--- config.mk ---
export PLATFORM = sky130hd
export DESIGN_NAME = prog_mem_loader
export DESIGN_NICKNAME = d
export VERILOG_FILES = /design/src/rtl/prog_mem_loader.sv
export SDC_FILE = /design/constraint.sdc
export NUM_CORES = 1
export LEC_CHECK = 0
export BUFFER_PORTS_ARGS = -buffer_cell sky130_fd_sc_hd__buf_2
export CORE_UTILIZATION = 35
export DETAILED_ROUTE_END_ITERATION = 10
export PLACE_DENSITY = 0.56
export SYNTH_ARGS = -nofsm -noshare
export SYNTH_HDL_FRONTEND = slang
export SYNTH_SLANG_ARGS = --single-unit
--- constraint.sdc ---
create_clock -name CLK -period 4.46 [get_ports CLK]
set_input_delay 0.223 -clock CLK [delete_from_list [all_inputs] [get_ports CLK]]
set_output_delay 0.223 -clock CLK [all_outputs]
set_load 0.03 [all_outputs]
--- src/rtl/prog_mem_loader.sv ---
// prog_mem_loader: framed byte-stream loader for the CPU program memory.
// Frame: SYNC_BYTE, count lo, count hi (bit0 only), count x {lo, hi} word bytes,
// then one checksum byte when PROG_LOADER_CHECKSUM_EN is defined.
// Each pair of word bytes becomes one 12-bit instruction. Instructions are
// written to consecutive addresses starting at 0. cpu_hold stays high for the
// whole load.
//
// Handshake: a byte transfers on a rising CLK edge where rx_valid && rx_ready.
// rx_ready is registered. It drops for exactly the one WRITE cycle and is high
// in every other state.
//
// state_dbg exposes the FSM state so that checkers can bind to it.
module prog_mem_loader #(
  parameter int          ADDR_W    = 9,
  parameter int          INSTR_W   = 12,
  parameter logic [7:0]  SYNC_BYTE = 8'hA5
) (
  input  logic               CLK,
  input  logic               CLR,
  input  logic [7:0]         rx_data,
  input  logic               rx_valid,
  output logic               rx_ready,
  output logic [ADDR_W-1:0]  pm_addr,
  output logic [INSTR_W-1:0] pm_data,
  output logic               pm_we,
  output logic               cpu_hold,
  output logic               done,
  output logic               error,
  output logic [3:0]         state_dbg
);

  typedef enum logic [3:0] {
    IDLE   = 4'd0,
    CNT_LO = 4'd1,
    CNT_HI = 4'd2,
    W_LO   = 4'd3,
    W_HI   = 4'd4,
    WRITE  = 4'd5,
`ifdef PROG_LOADER_CHECKSUM_EN
    CHK    = 4'd6,
`endif
    DONE   = 4'd7,
    ERR    = 4'd8
  } state_t;

  state_t     state;
  logic [8:0] count;
  logic [8:0] words_written;
  logic       accept;

  assign accept    = rx_valid && rx_ready;
  assign state_dbg = state;

`ifdef PROG_LOADER_CHECKSUM_EN
  logic [7:0] acc;
  logic [7:0] chk_sum;

  assign chk_sum = acc + rx_data;

  // Running modulo-256 sum of every count and word byte after the sync byte.
  always_ff @(posedge CLK or posedge CLR) begin
    if (CLR) begin
      acc <= 8'h00;
    end else if (accept) begin
      case (state)
        IDLE, DONE, ERR: if (rx_data == SYNC_BYTE) acc <= 8'h00;
        CNT_LO, CNT_HI, W_LO, W_HI: acc <= acc + rx_data;
        default: ;
      endcase
    end
  end
`endif

  // Frame parser FSM with registered handshake, write strobe and status outputs.
  always_ff @(posedge CLK or posedge CLR) begin
    if (CLR) begin
      state         <= IDLE;
      rx_ready      <= 1'b1;
      pm_addr       <= '0;
      pm_data       <= '0;
      pm_we         <= 1'b0;
      cpu_hold      <= 1'b0;
      done          <= 1'b0;
      error         <= 1'b0;
      count         <= '0;
      words_written <= '0;
    end else begin
      pm_we    <= 1'b0;
      rx_ready <= 1'b1;
      case (state)
        IDLE, DONE, ERR: begin
          // Non-sync bytes are consumed and dropped while waiting for a frame.
          if (accept && rx_data == SYNC_BYTE) begin
            state         <= CNT_LO;
            cpu_hold      <= 1'b1;
            done          <= 1'b0;
            error         <= 1'b0;
            pm_addr       <= '0;
            words_written <= '0;
          end
        end
        CNT_LO: begin
          if (accept) begin
            count[7:0] <= rx_data;
            state      <= CNT_HI;
          end
        end
        CNT_HI: begin
          if (accept) begin
            count[8] <= rx_data[0];
            if (rx_data[7:1] != 7'd0) begin
              state <= ERR;
              error <= 1'b1;
            end else if ({rx_data[0], count[7:0]} == 9'd0) begin
`ifdef PROG_LOADER_CHECKSUM_EN
              state <= CHK;
`else
              state    <= DONE;
              done     <= 1'b1;
              cpu_hold <= 1'b0;
`endif
            end else begin
              state <= W_LO;
            end
          end
        end
        W_LO: begin
          if (accept) begin
            pm_data[7:0] <= rx_data;
            state        <= W_HI;
          end
        end
        W_HI: begin
          if (accept) begin
            if (rx_data[7:4] != 4'd0) begin
              state <= ERR;
              error <= 1'b1;
            end else begin
              pm_data[INSTR_W-1:8] <= rx_data[INSTR_W-9:0];
              state                <= WRITE;
              pm_we                <= 1'b1;
              rx_ready             <= 1'b0;
            end
          end
        end
        WRITE: begin
          pm_addr       <= pm_addr + ADDR_W'(1);
          words_written <= words_written + 9'd1;
          if ((words_written + 9'd1) == count) begin
`ifdef PROG_LOADER_CHECKSUM_EN
            state <= CHK;
`else
            state    <= DONE;
            done     <= 1'b1;
            cpu_hold <= 1'b0;
`endif
          end else begin
            state <= W_LO;
          end
        end
`ifdef PROG_LOADER_CHECKSUM_EN
        CHK: begin
          if (accept) begin
            if (chk_sum == 8'h00) begin
              state    <= DONE;
              done     <= 1'b1;
              cpu_hold <= 1'b0;
            end else begin
              state <= ERR;
              error <= 1'b1;
            end
          end
        end
`endif
        default: state <= IDLE;
      endcase
    end
  end

endmodule
After elaboration in Yosys (flattened, before gate mapping):

Cells that the tools add are included.

* $add $sub $neg: 2
* eq/ne operators: 19
* muxes and demuxes: 36
* bitwise gates (word level): 1
* reductions and logical operators: 18

Operators by type and width (count)
* 9-bit case mux with 2 select lines: 2
* 4-bit two-way mux: 7
* 4-bit case mux with 6 select lines: 1
* 1-bit two-way mux: 20
* 2-bit != test, second input constant: 10
* 9-bit by 1-bit adder with 9-bit output, second input constant: 2
* 4-bit by 3-bit == test with 1-bit output, second input constant: 3
* 6-bit AND reduction: 2
* 9-bit == test: 1
* 9-bit zero test: 1
* 9-bit two-way mux: 1
* 1-bit case mux with 3 select lines: 3
* 4-bit by 2-bit == test with 1-bit output, second input constant: 2
* 8-bit == test, second input constant: 1
* 2-bit AND reduction: 4
* 7-bit nonzero test: 1
* 3-bit two-way mux: 2
* 3-bit nonzero test: 2
* 5-bit AND reduction: 1
* 4-bit by 1-bit == test with 1-bit output, second input constant: 1
* 4-bit == test, second input constant: 1
* 4-bit zero test: 1
* 4-bit nonzero test: 1
* 3-bit AND reduction: 1
* other kinds (4): 5

* bits in registers: 48
* bits of input ports: 11
* output and inout port bits: 30
* logic and storage cells: 88

Logic depth before layout (Yosys ltp):

* depth in word-level cells: 5
* depth in mapped cells: 9
* mapped depth without buffers: 7

Least setup slack after synthesis:

OpenSTA, ideal clock, no wires.

* kind: register to register
* from: reg state[3], in the netlist state_dbg[3]
* to: reg done
* library setup time: 0.124 ns
* data arrival time: 1.776 ns
* required time: 4.336 ns
* slack: 2.560 ns
* cell stages (with the launch flop): 8
* clock period less this slack: 1.900 ns
* cell sequence: dfrtp_1 -> buf_2 -> nor2b_1 -> a31oi_1 -> or2_2 -> nand2_1 -> nor3_2 -> o31a_1

* longest elaborated chain between the ends: 4
* elaborated cells between the ends (all ways): 14
* those cells by class: 9 x eq/ne; 1 x mux; 4 x reduce/logical

Ends and longest elaborated chain
* start: declaration: RTL line 46 `state_t state;`
* start signal: assignment: RTL line 77 `state <= IDLE;`
* start signal: assignment: RTL line 94 `state <= CNT_LO;`
* start signal: assignment: RTL line 105 `state <= CNT_HI;`
* 4-bit by 3-bit == test with 1-bit output (tied with other cells): RTL line 90 `case (state)`
* 3-bit OR reduction: RTL line 90
* 2-bit != test (no source line) / 3-bit nonzero test (equally long branches)
* 6-bit AND reduction (no source line)
* end signal: assignment: RTL line 83 `done <= 1'b0;`
* end signal: assignment: RTL line 96 `done <= 1'b0;`
* end signal: assignment: RTL line 119 `done <= 1'b1;`
* end: declaration: RTL line 27 `output logic done,`

Parallel ways exist; a longest one is shown, timed or not.
A chain may end at the register's enable or synchronous reset.

Final worst setup path:

* from: reg state[2], in the netlist state_dbg[2]
* to: reg words_written[8]

* longest elaborated chain between the ends: 4
* elaborated cells between the ends (all ways): 9
* those cells by class: 4 x eq/ne; 1 x mux; 4 x reduce/logical

Ends and longest elaborated chain
* 4-bit by 3-bit == test with 1-bit output (tied with other cells): RTL line 90
* 3-bit OR reduction: RTL line 90
* 2-bit != test (no source line) / 2-bit nonzero test (equally long branches)
* 2-bit AND reduction (no source line)
* end signal: assignment: RTL line 148 `words_written <= words_written + 9'd1;`
* end: declaration: RTL line 48 `logic [8:0] words_written;`

Parallel ways exist; a longest one is shown, timed or not.

==> run summary <==
Post-DP HPWL: 3.83 mm
number of max-cap violations: 0
FF-to-FF path depth: 5
Simple-Gate Fraction of Synth Area: 20.1%
routed len/inst: 13.9 um
met1 global-route usage: 20.2%
sum of negative setup slack: 0 ns
unrepaired setup endpoints after global routing: false
worst-case vdd ir drop: 313 uV
Finished Cell Area: 0.00286 mm2
die area: 0.00756 mm2
fraction of the mapped netlist area in adder cells: 0.990%
grt peak-use layer: met2
Non-Filler Instances: 381
fin worst setup slack: 2.32 ns
Crit Path Max Fanout: 19
Synthesized Nets: 261
Core Area: 0.00687 mm2
largest family of logic cells by synthesized area: simple AND/OR/NAND/NOR gates
DR iter-0 viols: 81
synth unique cells: 48
M2 GR Usage: 23.9%
#FFs+latches synth: 48
Critical Path AT: 2.32 ns
Async S/R FF share, synth: 100%
Sw Pwr: 935 uW
compound-cell area share of the yosys netlist: 12.4%
DP Worst Slack: 2.32 ns
Die Wd: 87.0 um
Clock Sinks: 48
CP Class: reg -> reg
reg-to-reg startpoint: state_dbg[2]$_DFFE_PP0P_
Leak: 1.23 nW
outcome: complete, no violations
vias in the first global route: 1,819
multiplexer area fraction after synthesis: 9.36%
Clock Pin Slew Worst Setup and Hold Paths: 0.09 ns
Post-synth EDFFs: 0
antenna cell count: 0
GRT Overall Usage: 14.9%
clk buf depth: 2
Hold Buf Count CTS: 0
dpl cells: 373
Final setup viols: 0
xor and xnor area share after synthesis: 5.84%
Setup Buffers After CTS: 0
Mapped Avg Cell Area: 10.2 um2
period utilisation layout: 48.0%
internal power: 1.13 mW
Worst EP required: 4.64 ns
Mapped Cells: 248
fin nets: 297
Final Skew: 0.00967 ns
Die Span Y: 87.0 um
Final Util: 41.7%
CTS-repair resized insts: 0
Layout area overhead: 13.3%
first-pass GRT wire length: 8.77 mm
hold crit path type: in -> async
GRT overflow: 0
root buffer cell: clkbuf_8
Highest Clock Rate: 0.467 GHz
post-route ant nets: 0
Critical Path Source Type: register
num ports: 41
crit end category: register
Sw Ratio: 45.2%
Worst-Margin Slew: 0.984 ns
RePlAce Congestion: 0.905
IO buf count: 40
Final Critical Period: 2.14 ns
Comb pwr share: 47.4%
Netlist Area Pre-Place: 0.00253 mm2
via-per-instance ratio: 5.12
Hold Fails Final Rpt: 0
CTS tree: done
power per cell area: 722 mW/mm2
sequential fraction of the synthesis area: 47.6%
TritonRoute pass-1 iters: 4
Worst slew margin: 34.3%
RR Endpoint: words_written[8]$_DFFE_PP0P_
ys flop type: dfrtp_1
Yosys Warn Count: 0
htree depth: 2
met3 usage in global routing: 3.60%
DRC viols: 0
Inserted Clock Buffers: 5
layout cells sized above 1: 29.5%
vias: 1,951
r2r setup slk: 2.32 ns
final WL: 5.29 mm
Worst-Skew Late Latency: 0.30 ns
Rows: 30
initial antenna violation count: 0
max-slew violations: 0
placed instance area: 0.00278 mm2
pin count of the biggest net entering global routing: 49
sequential share of power: 40.3%
Initial Util: 36.8%
Fillers: 673
Clk pwr share: 12.4%
==> cells by family after synthesis <==
group	count (synthesis)
buffers and inverters	17
AO/OA/AOI/OAI	54
multiplexers	21
adder cells (fa/ha/maj)	2
XOR/XNOR	16
flip-flops	48
AND/OR/NAND/NOR	90
==> critical path: stages, from the launching register on <==
cell,delay (ns)
dfrtp_1,0.62
nor2b_1,0.34
nand2_1,0.42
and2_4,0.37
o21ai_0,0.15
o21ai_0,0.11
==> synth_stat cells (2+ instances only) <==
cell,number,share of area (%)
o21ai_1,13,2.6
o21ai_0,15,3.0
nor4_2,2,0.99
a21oi_1,8,1.6
buf_2,6,1.2
nor3_2,3,1.2
ha_1,2,0.99
a31oi_1,5,1.2
nor3_1,3,0.59
nand2_1,21,3.1
nor2b_1,5,1.2
nor4_1,2,0.49
clkbuf_1,2,0.30
dfrtp_1,47,47
mux2_2,21,9.4
nand3_1,16,3.2
xor2_1,5,1.7
inv_1,6,0.89
buf_6,3,1.3
nand4_1,8,2.0
o31ai_1,3,0.89
nand2b_1,2,0.49
nor2_1,11,1.6
o22ai_1,2,0.49
xnor2_1,10,3.5
or2_2,2,0.49
or3_1,2,0.49
and3_1,3,0.74
==> worst max-delay path by stage <==
| stage | start | to | slack, ns | depth (start not counted) |
|---|---|---|---|---|
| final | state_dbg[2]$_DFFE_PP0P_ | words_written[8]$_DFFE_PP0P_ | 2.32 | 5 |
| after global routing | state_dbg[2]$_DFFE_PP0P_ | words_written[8]$_DFFE_PP0P_ | 2.14 | 5 |
| after CTS | state_dbg[2]$_DFFE_PP0P_ | words_written[8]$_DFFE_PP0P_ | 2.30 | 5 |
| after detailed placement | state_dbg[2]$_DFFE_PP0P_ | words_written[8]$_DFFE_PP0P_ | 2.32 | 5 |
| after global placement | rx_data[7] | cpu_hold$_DFFE_PP0P_ | 2.37 | 7 |
| after floorplan | state_dbg[3]$_DFFE_PP0P_ | done$_DFFE_PP0P_ | 2.56 | 7 |
==> placed cells by master (no fill, tap or decap), types with 2 or more instances in the layout <==
| cell | instances |
|---|---|
| o22ai_1 | 2 |
| or2_2 | 2 |
| a21oi_1 | 8 |
| xor2_1 | 5 |
| clkbuf_8 | 5 |
| and3_1 | 3 |
| o21ai_0 | 15 |
| xnor2_1 | 10 |
| nor3_1 | 3 |
| a31oi_1 | 5 |
| or3_1 | 2 |
| nor3_2 | 3 |
| o21ai_1 | 13 |
| o31ai_1 | 3 |
| dfrtp_1 | 47 |
| clkinv_2 | 2 |
| nand2b_1 | 2 |
| inv_1 | 5 |
| ha_1 | 2 |
| mux2_2 | 21 |
| nand4_1 | 8 |
| nor4_2 | 2 |
| nor4_1 | 2 |
| nor2_1 | 11 |
| nand3_1 | 16 |
| buf_2 | 40 |
| nor2b_1 | 5 |
| nand2_1 | 21 |
==> routing by layer <==
layer,up-vias,part of all wire (%)
met3,6,4.7
li1,979,-
met4,0,0.55
met2,52,46
met1,914,49
met5,-,0
==> flip-flops by register name, summed over array words and instances (netlist names) <==
signal / count
count: 9
cpu_hold: 1
done: 1
error: 1
pm_addr: 9
pm_data: 12
pm_we: 1
rx_ready: 1
state_dbg: 4
words_written: 9
==> area by class of cell <==
type / instances / area [um2] / area share (%)
well taps: 96 / 120 / 4.19
clock buffers: 5 / 68.8 / 2.40
clock inverters: 3 / 18.8 / 0.655
multi-input cells: 183 / 1230 / 43.0
flip-flops and latches: 48 / 1200 / 42.0
repair buffers: 40 / 200 / 6.99
inverters: 6 / 22.5 / 0.786
==> metrics by stage <==
step	total power, mW	hold slack [ns]
6_report	2.07	0.146
5_1_grt	2.24	0.193
4_1_cts	2.09	0.197
3_5_place_dp	1.82	0.470
3_3_place_gp	1.81	0.464
2_1_floorplan	1.60	0.373
==> power groups by stage <==
stage               clock network, mW  logic, mW  registers, mW
floorplan                           0      0.666          0.935
global placement                    0      0.979          0.834
detailed placement                  0      0.986          0.839
CTS                             0.265      0.989          0.833
global route                    0.278       1.09          0.871
finish                          0.256      0.980          0.833
No activity file was read; power rests on OpenSTA's default activity.
